`src/rtl/bitmask_walker.sv`:
```
// bitmask_walker: walks a 32-bit mask and emits each set-bit position MSB first, one per handshake
module leadingZero32 (
  input  logic [31:0] in_data,
  output logic [5:0]  lz
);
  always_comb begin
    lz = 6'd32;
    for (int i = 0; i < 32; i++) if (in_data[i]) lz = 6'(31 - i);
  end
endmodule

module bitmask_walker #(
  parameter int WIDTH = 32,
  parameter int IDX_W = 5,
  parameter int CNT_W = 6
) (
  input  logic             clk,
  input  logic             nreset,
  input  logic             flush,
  input  logic             mask_valid,
  output logic             mask_ready,
  input  logic [WIDTH-1:0] mask_data,
  output logic             idx_valid,
  input  logic             idx_ready,
  output logic [IDX_W-1:0] idx_data,
  output logic             idx_last,
  output logic             done,
  output logic [CNT_W-1:0] done_count
);
  typedef enum logic [1:0] {IDLE, WALK, DONE} state_t;
  state_t           state_q, state_d;
  logic [WIDTH-1:0] work_q, work_d, rest;
  logic [CNT_W-1:0] count_q, count_d;
  logic [5:0]       lz;
  leadingZero32 u_lz (.in_data(work_q), .lz(lz));
  always_comb begin
    idx_valid  = state_q == WALK;
    idx_data   = idx_valid ? ~lz[IDX_W-1:0] : '0;
    rest       = work_q & ~(WIDTH'(1) << idx_data);
    idx_last   = idx_valid && rest == '0;
    mask_ready = nreset && state_q == IDLE;
    done       = state_q == DONE;
    done_count = done ? count_q : '0;
    state_d    = state_q;
    work_d     = work_q;
    count_d    = count_q;
    if (flush) begin
      state_d = IDLE;
      work_d  = '0;
      count_d = '0;
    end else if (mask_ready && mask_valid) begin
      work_d  = mask_data;
      count_d = '0;
      state_d = mask_data != '0 ? WALK : DONE;
    end else if (idx_valid && idx_ready) begin
      work_d  = rest;
      count_d = count_q + CNT_W'(1);
      state_d = idx_last ? DONE : WALK;
    end else if (done) begin
      state_d = IDLE;
    end
  end
  always_ff @(posedge clk or negedge nreset) begin
    if (!nreset) begin
      state_q <= IDLE;
      work_q  <= '0;
      count_q <= '0;
    end else begin
      state_q <= state_d;
      work_q  <= work_d;
      count_q <= count_d;
    end
  end
endmodule

```
`config.mk`:
```
export PLATFORM = sky130hd
export DESIGN_NAME = bitmask_walker
export DESIGN_NICKNAME = d
export VERILOG_FILES = /design/src/rtl/bitmask_walker.sv
export SDC_FILE = /design/constraint.sdc
export NUM_CORES = 1
export LEC_CHECK = 0
export CORE_UTILIZATION = 45
export DETAILED_ROUTE_END_ITERATION = 7
export HOLD_SLACK_MARGIN = 0.12
export PLACE_DENSITY_LB_ADDON = 0.15
export SLEW_MARGIN = 20
export SYNTH_ARGS = -nofsm -noshare
export SYNTH_HDL_FRONTEND = slang
export SYNTH_SLANG_ARGS = --single-unit
```
`constraint.sdc`:
```
create_clock -name clk -period 5.4 [get_ports clk]
set_input_delay 0.54 -clock clk [delete_from_list [all_inputs] [get_ports clk]]
set_output_delay 0.54 -clock clk [all_outputs]
set_load 0.1 [all_outputs]
```
### Yosys cells after proc, flatten, opt, wreduce, memory -nomap -nowiden

Index checks and enable logic that the tools add are counted.

| storage, ports and cells | value |
|---|---|
| output and inout port bits | 15 |
| word-level logic and storage cells | 65 |
| register bits after elaboration | 40 |
| input port bits | 37 |

| cells by class | value |
|---|---|
| shifts and indexed selects | 1 |
| equality and inequality tests | 2 |
| mux-type cells | 46 |
| add/sub/neg operators | 1 |
| bitwise logic cells | 3 |
| reduce and logical (&&, ||, !) cells | 9 |

Operators by type and width:

| operator | number |
|---|---|
| two-way mux 5 bit | 33 |
| two-way mux 32 bit | 3 |
| bitwise AND 32 bit | 1 |
| logical NOT 32 bit | 1 |
| NOT 32 bit | 1 |
| nonzero test 32 bit | 1 |
| << shifter 1 x 5 -> 32 bit, first input constant | 1 |
| two-way mux 6 bit | 4 |
| two-way mux 2 bit | 6 |
| adder 6 x 1 -> 6 bit, second input constant | 1 |
| NOT 5 bit | 1 |
| logical AND 1 bit | 4 |
| nonzero test 4 bit | 1 |
| nonzero test 3 bit | 1 |
| == test 2 x 1 -> 1 bit, second input constant | 1 |
| == test 2 bit, second input constant | 1 |
| logical NOT 2 bit | 1 |

### Depth between registers and ports, before layout

| depth | value |
|---|---|
| word-level depth | 43 |
| gate-level depth with buffers | 11 |
| mapped depth without buffers | 10 |

### Cells and area by module

From an unflattened synthesis, not the netlist that was laid out.

| second synthesis, totals | value |
|---|---|
| cell total of the unflattened synthesis | 386 |
| area, all modules | 3060.4 um^2 |

By module, submodules not included:

| module | cells an instance | area each (um^2) | instances | sequential area each (um^2) |
|---|---|---|---|---|
| bitmask_walker | 321 | 2692.6 | 1 | 1001.0 |
| leadingZero32 | 65 | 367.9 | 1 | 0.0 |

### Worst setup path after synthesis

OpenSTA, ideal clock, no wires.

| timing | value |
|---|---|
| kind | reg-to-output |
| start | reg work_q[3] |
| end | out idx_last |
| path slack | 0.145 ns |
| cell stages (with the launch flop) | 10 |
| arrival | 4.715 ns |
| path buffers | 0 |
| data required time | 4.860 ns |
| cell sequence | dfrtp_1 > or4_1 > a311oi_1 > o21ai_1 > a21oi_1 > o21ai_1 > o41ai_1 > nand4_1 > nor4_2 > and3_2 |

| between the ends | value |
|---|---|
| word-level cells in the longest chain between the ends | 36 |

RTL lines:

| item | RTL line | text |
|---|---|---|
| start: declaration | 32 | `logic [WIDTH-1:0] work_q, work_d, rest;` |
| start signal: assignment | 70 | `work_q <= work_d;` |
| two-way mux 5 bit (29 in a row) | 8 | `for (int i = 0; i < 32; i++) if (in_data[i]) lz = 6'(31 - i);` |
| NOT 5 bit | 38 | `idx_data = idx_valid ? ~lz[IDX_W-1:0] : '0;` |
| two-way mux 5 bit | 38 |  |
| net idx_data[2] | 25 | `output logic [IDX_W-1:0] idx_data,` |
| << shifter 1 x 5 -> 32 bit | 39 | `rest = work_q & ~(WIDTH'(1) << idx_data);` |
| NOT 32 bit | 39 |  |
| bitwise AND 32 bit | 39 |  |
| logical NOT 32 bit | 40 | `idx_last = idx_valid && rest == '0;` |
| logical AND 1 bit | 40 |  |
| end: declaration | 26 | `output logic idx_last,` |

The timed path passes the listed nets, and every way through them passes these cells.

### Worst setup path after layout

| timing | value |
|---|---|
| start | reg work_q[16] |
| end | out idx_last |

| between the ends | value |
|---|---|
| word-level cells in the longest chain between the ends | 23 |

RTL lines:

| item | RTL line |
|---|---|
| two-way mux 5 bit (16 in a row) | 8 |
| NOT 5 bit | 38 |
| two-way mux 5 bit | 38 |
| << shifter 1 x 5 -> 32 bit | 39 |
| NOT 32 bit | 39 |
| bitwise AND 32 bit * | 39 |
| logical NOT 32 bit * | 40 |
| logical AND 1 bit * | 40 |

Every way passes the cells marked *; elsewhere a longest branch is shown, timed or not.

==> metrics.md <==
| Metric | Value |
|---|---|
| CTS Hold Bufs | `0` |
| PortBufs | `between 50 and 60` |
| Initial antenna violation count | `0` |
| Vias in the first global route | `around 3300` |
| Hold slack | `0.300 ns` |
| Syn Inst Count | `~370` |
| Area grow syn2layout | `21.3%` |
| Routed wire per std cell | `about 22 µm` |
| CP Data Arrival Time | `just over 4 ns` |
| Via count | `around 3400` |
| FF-to-FF Start | `work_q[16]$_DFFE_PN0P_` |
| Detailed Routing Iterations Pass 1 | `5` |
| Reg2reg setup slack | `roughly 1.6 ns` |
| Fraction of registers with async set/reset | `1.00` |
| Synthesized area | `about 3000 µm²` |
| Row count | `29` |
| HP Class | `in -> async` |
| Placed instance area | `3490 µm²` |
| Setup Viol. Count Final | `0` |
| RSZ-0062 raised after global routing | `false` |
| Setup TNS Final | `0 ns` |
| Worst Path Max Fanout | `6` |
| Worst reg2reg path depth | `10` |
| Core area | `between 6000 and 7000 µm²` |
| Root buffer cell | `clkbuf_8` |
| Outcome | `complete, no violations` |
| Syn_nets | `411` |
| Via/cell ratio | `between 6 and 7` |
| Top cells by area, synth | `dfrtp_1, a21oi_1, o211ai_1` |
| Die Span Y | `~83 µm` |
| Post-CTS setup buffer count | `0` |
| Detailed Place HPWL | `approximately 8.2 mm` |
| # H-tree levels | `2` |
| IO Count | `52` |
| Overall Global Routing Usage | `0.328` |
| Data required, critical path | `4.86 ns` |
| Worst-path clk slew | `approximately 0.090 ns` |
| Post-layout instance area | `approximately 3600 µm²` |
| Yosys warnings | `0` |
| Pin count of the biggest net entering global routing | `42` |
| WS Path Type | `reg -> out` |
| Register area share after synthesis | `0.339` |
| Clock Sinks | `40` |
| Inst Count DP | `roughly 490` |
| Initial DRC Count | `about 300` |
| Count leader, synth | `nand2_1` |
| Final core occ | `0.564` |
| Worst-Margin Slew | `0.983 ns` |
| Syn Area/Cell | `7.92 µm²` |
| Critical Path Source Type | `flop` |
| Final WL | `10.9 mm` |
| Leak | `roughly 1.3 nW` |
| Fin nets | `453` |
| Post-synth top cells | `nand2_1, a21oi_1, dfrtp_1` |
| Fin crit share | `0.852` |
| Clock tree buffer depth | `2` |
| Share of post-route cells with drive strength above 1 | `0.0745` |
| Num CTS Buffers | `5` |
| Drt drc | `0` |
| Initial Util | `0.465` |
| CTS tree | `built` |
| Final Max Slew Viols | `0` |
| Post-CTS Resized | `0` |
| Final Critical Period | `4.60 ns` |
| Synth cell types | `57` |
| Clk_skew | `roughly 0.008 ns` |
| Crit. End Element | `output pin` |
| Die area | `slightly below 7000 µm²` |
| Number of hold violations in the final report | `0` |
| Worst r2r dst | `state_q[0]$_DFFE_PN0P_` |
| P per Cell Area | `roughly 240 nW/µm²` |
| N_diodes | `0` |
| Yosys top cell area share | `0.339` |
| Number of synthesized register bits | `40` |
| Remaining Overflow, GRT | `0` |
| Final Non-Filler Cells | `493` |
| Number of synthesized flops with an enable pin | `0` |
| Gpl congestion | `between 1 and 1.5` |
| ANT nets after route | `0` |
| Die X | `roughly 83 µm` |
| Max VDD drop | `approximately 130 µV` |
| Clk_lat worst skew | `around 0.30 ns` |
| Fillers | `between 500 and 600` |
| Global-route wire length before repair | `around 18 mm` |
| Top cell type by total area after synthesis | `dfrtp_1` |
| Max-Cap Viols | `0` |
| Post-synth top flop | `dfrtp_1` |
| Slew headroom | `0.338` |
| Max Freq | `around 220 MHz` |
==> worst max path at each step <==
stage	depth (start not counted)	startpoint	to	slack, ns
global route	9	work_q[31]$_DFFE_PN0P_	idx_last	0.66
global placement	9	work_q[31]$_DFFE_PN0P_	idx_last	1.15
finish	10	work_q[16]$_DFFE_PN0P_	idx_last	0.80
detailed placement	10	work_q[16]$_DFFE_PN0P_	idx_last	1.19
CTS	10	work_q[16]$_DFFE_PN0P_	idx_last	0.85
floorplan	9	work_q[3]$_DFFE_PN0P_	idx_last	0.15
==> through the flow <==
stage          setup WS, ns  power [mW]
5_1_grt               0.657       0.903
3_5_place_dp           1.19       0.650
2_1_floorplan         0.145       0.540
3_3_place_gp           1.15       0.659
6_report              0.798       0.865
4_1_cts               0.847       0.857
==> kinds of logic after synthesis <==
| logic type | count (synthesis) | share of synthesized area |
|---|---|---|
| and+or+nand+nor | 175 | 0.316 |
| AOI/OAI and AO/OA | 126 | 0.288 |
| xor gates and xnor gates | 5 | 0.0148 |
| buffers and inverters | 26 | 0.0381 |
| adders and majority gates | 1 | 0.00424 |
| DFF | 40 | 0.339 |
==> cell usage in the layout (no fill, tap or decap), drive strengths merged, types with 7 or more instances in the layout <==
| cell | synthesis | routed |
|---|---|---|
| nand3 | 10 | 10 |
| o21ai | 19 | 19 |
| o311ai | 7 | 7 |
| inv | 7 | 7 |
| dfrtp | 40 | 40 |
| nand2 | 48 | 48 |
| o211ai | 25 | 25 |
| nor4 | 18 | 18 |
| or3 | 9 | 9 |
| a21oi | 44 | 44 |
| nand4 | 11 | 11 |
| nor2 | 31 | 31 |
| or4 | 8 | 8 |
| nor3 | 8 | 8 |
| and2 | 13 | 13 |
| clkdlybuf4s50 | 0 | 49 |
==> power breakdown <==
part           internal (mW)  leakage, nW  switching, mW
Sequential             0.311        0.548         0.0230
Clock                 0.0921       0.0414          0.118
Combinational          0.104        0.720          0.217
Total                  0.507         1.31          0.358
==> per-layer routing <==
layer	track usage	wire (µm)	vias to the layer above	share of wire
met1	0.455	4730	1589	0.43
met5	0	0	-	0
met4	0.169	566	0	0.052
li1	-	-	1508	-
met2	0.488	4620	230	0.42
met3	0.0577	994	61	0.091
==> worst max-delay path, cell delays in order, from the launching register on <==
cell	delay, ns
dfrtp_1	0.45
or4_4	0.60
or3_1	0.37
a31oi_4	0.24
o2111ai_2	0.23
or3_1	0.56
o41ai_2	0.30
nand4_1	0.16
nor4_2	0.33
and3_2	0.25
buf_4	0.29
==> final cells by class <==
| type | count | area, µm² | share of cell area |
|---|---|---|---|
| multi-input cells | 307 | 1840 | 0.515 |
| flip-flops and latches | 40 | 1000 | 0.280 |
| repair buffers | 54 | 526 | 0.147 |
| well taps | 77 | 96.3 | 0.0269 |
| clock buffers | 6 | 72.6 | 0.0203 |
| inverters | 7 | 26.3 | 0.00734 |
| clock inverters | 2 | 16.3 | 0.00454 |
==> state kept, by name (all words and copies together), names as in the netlist <==
register and flops:
count_q 6, state_q 2, work_q 32
(Power assumes the default switching activity.)
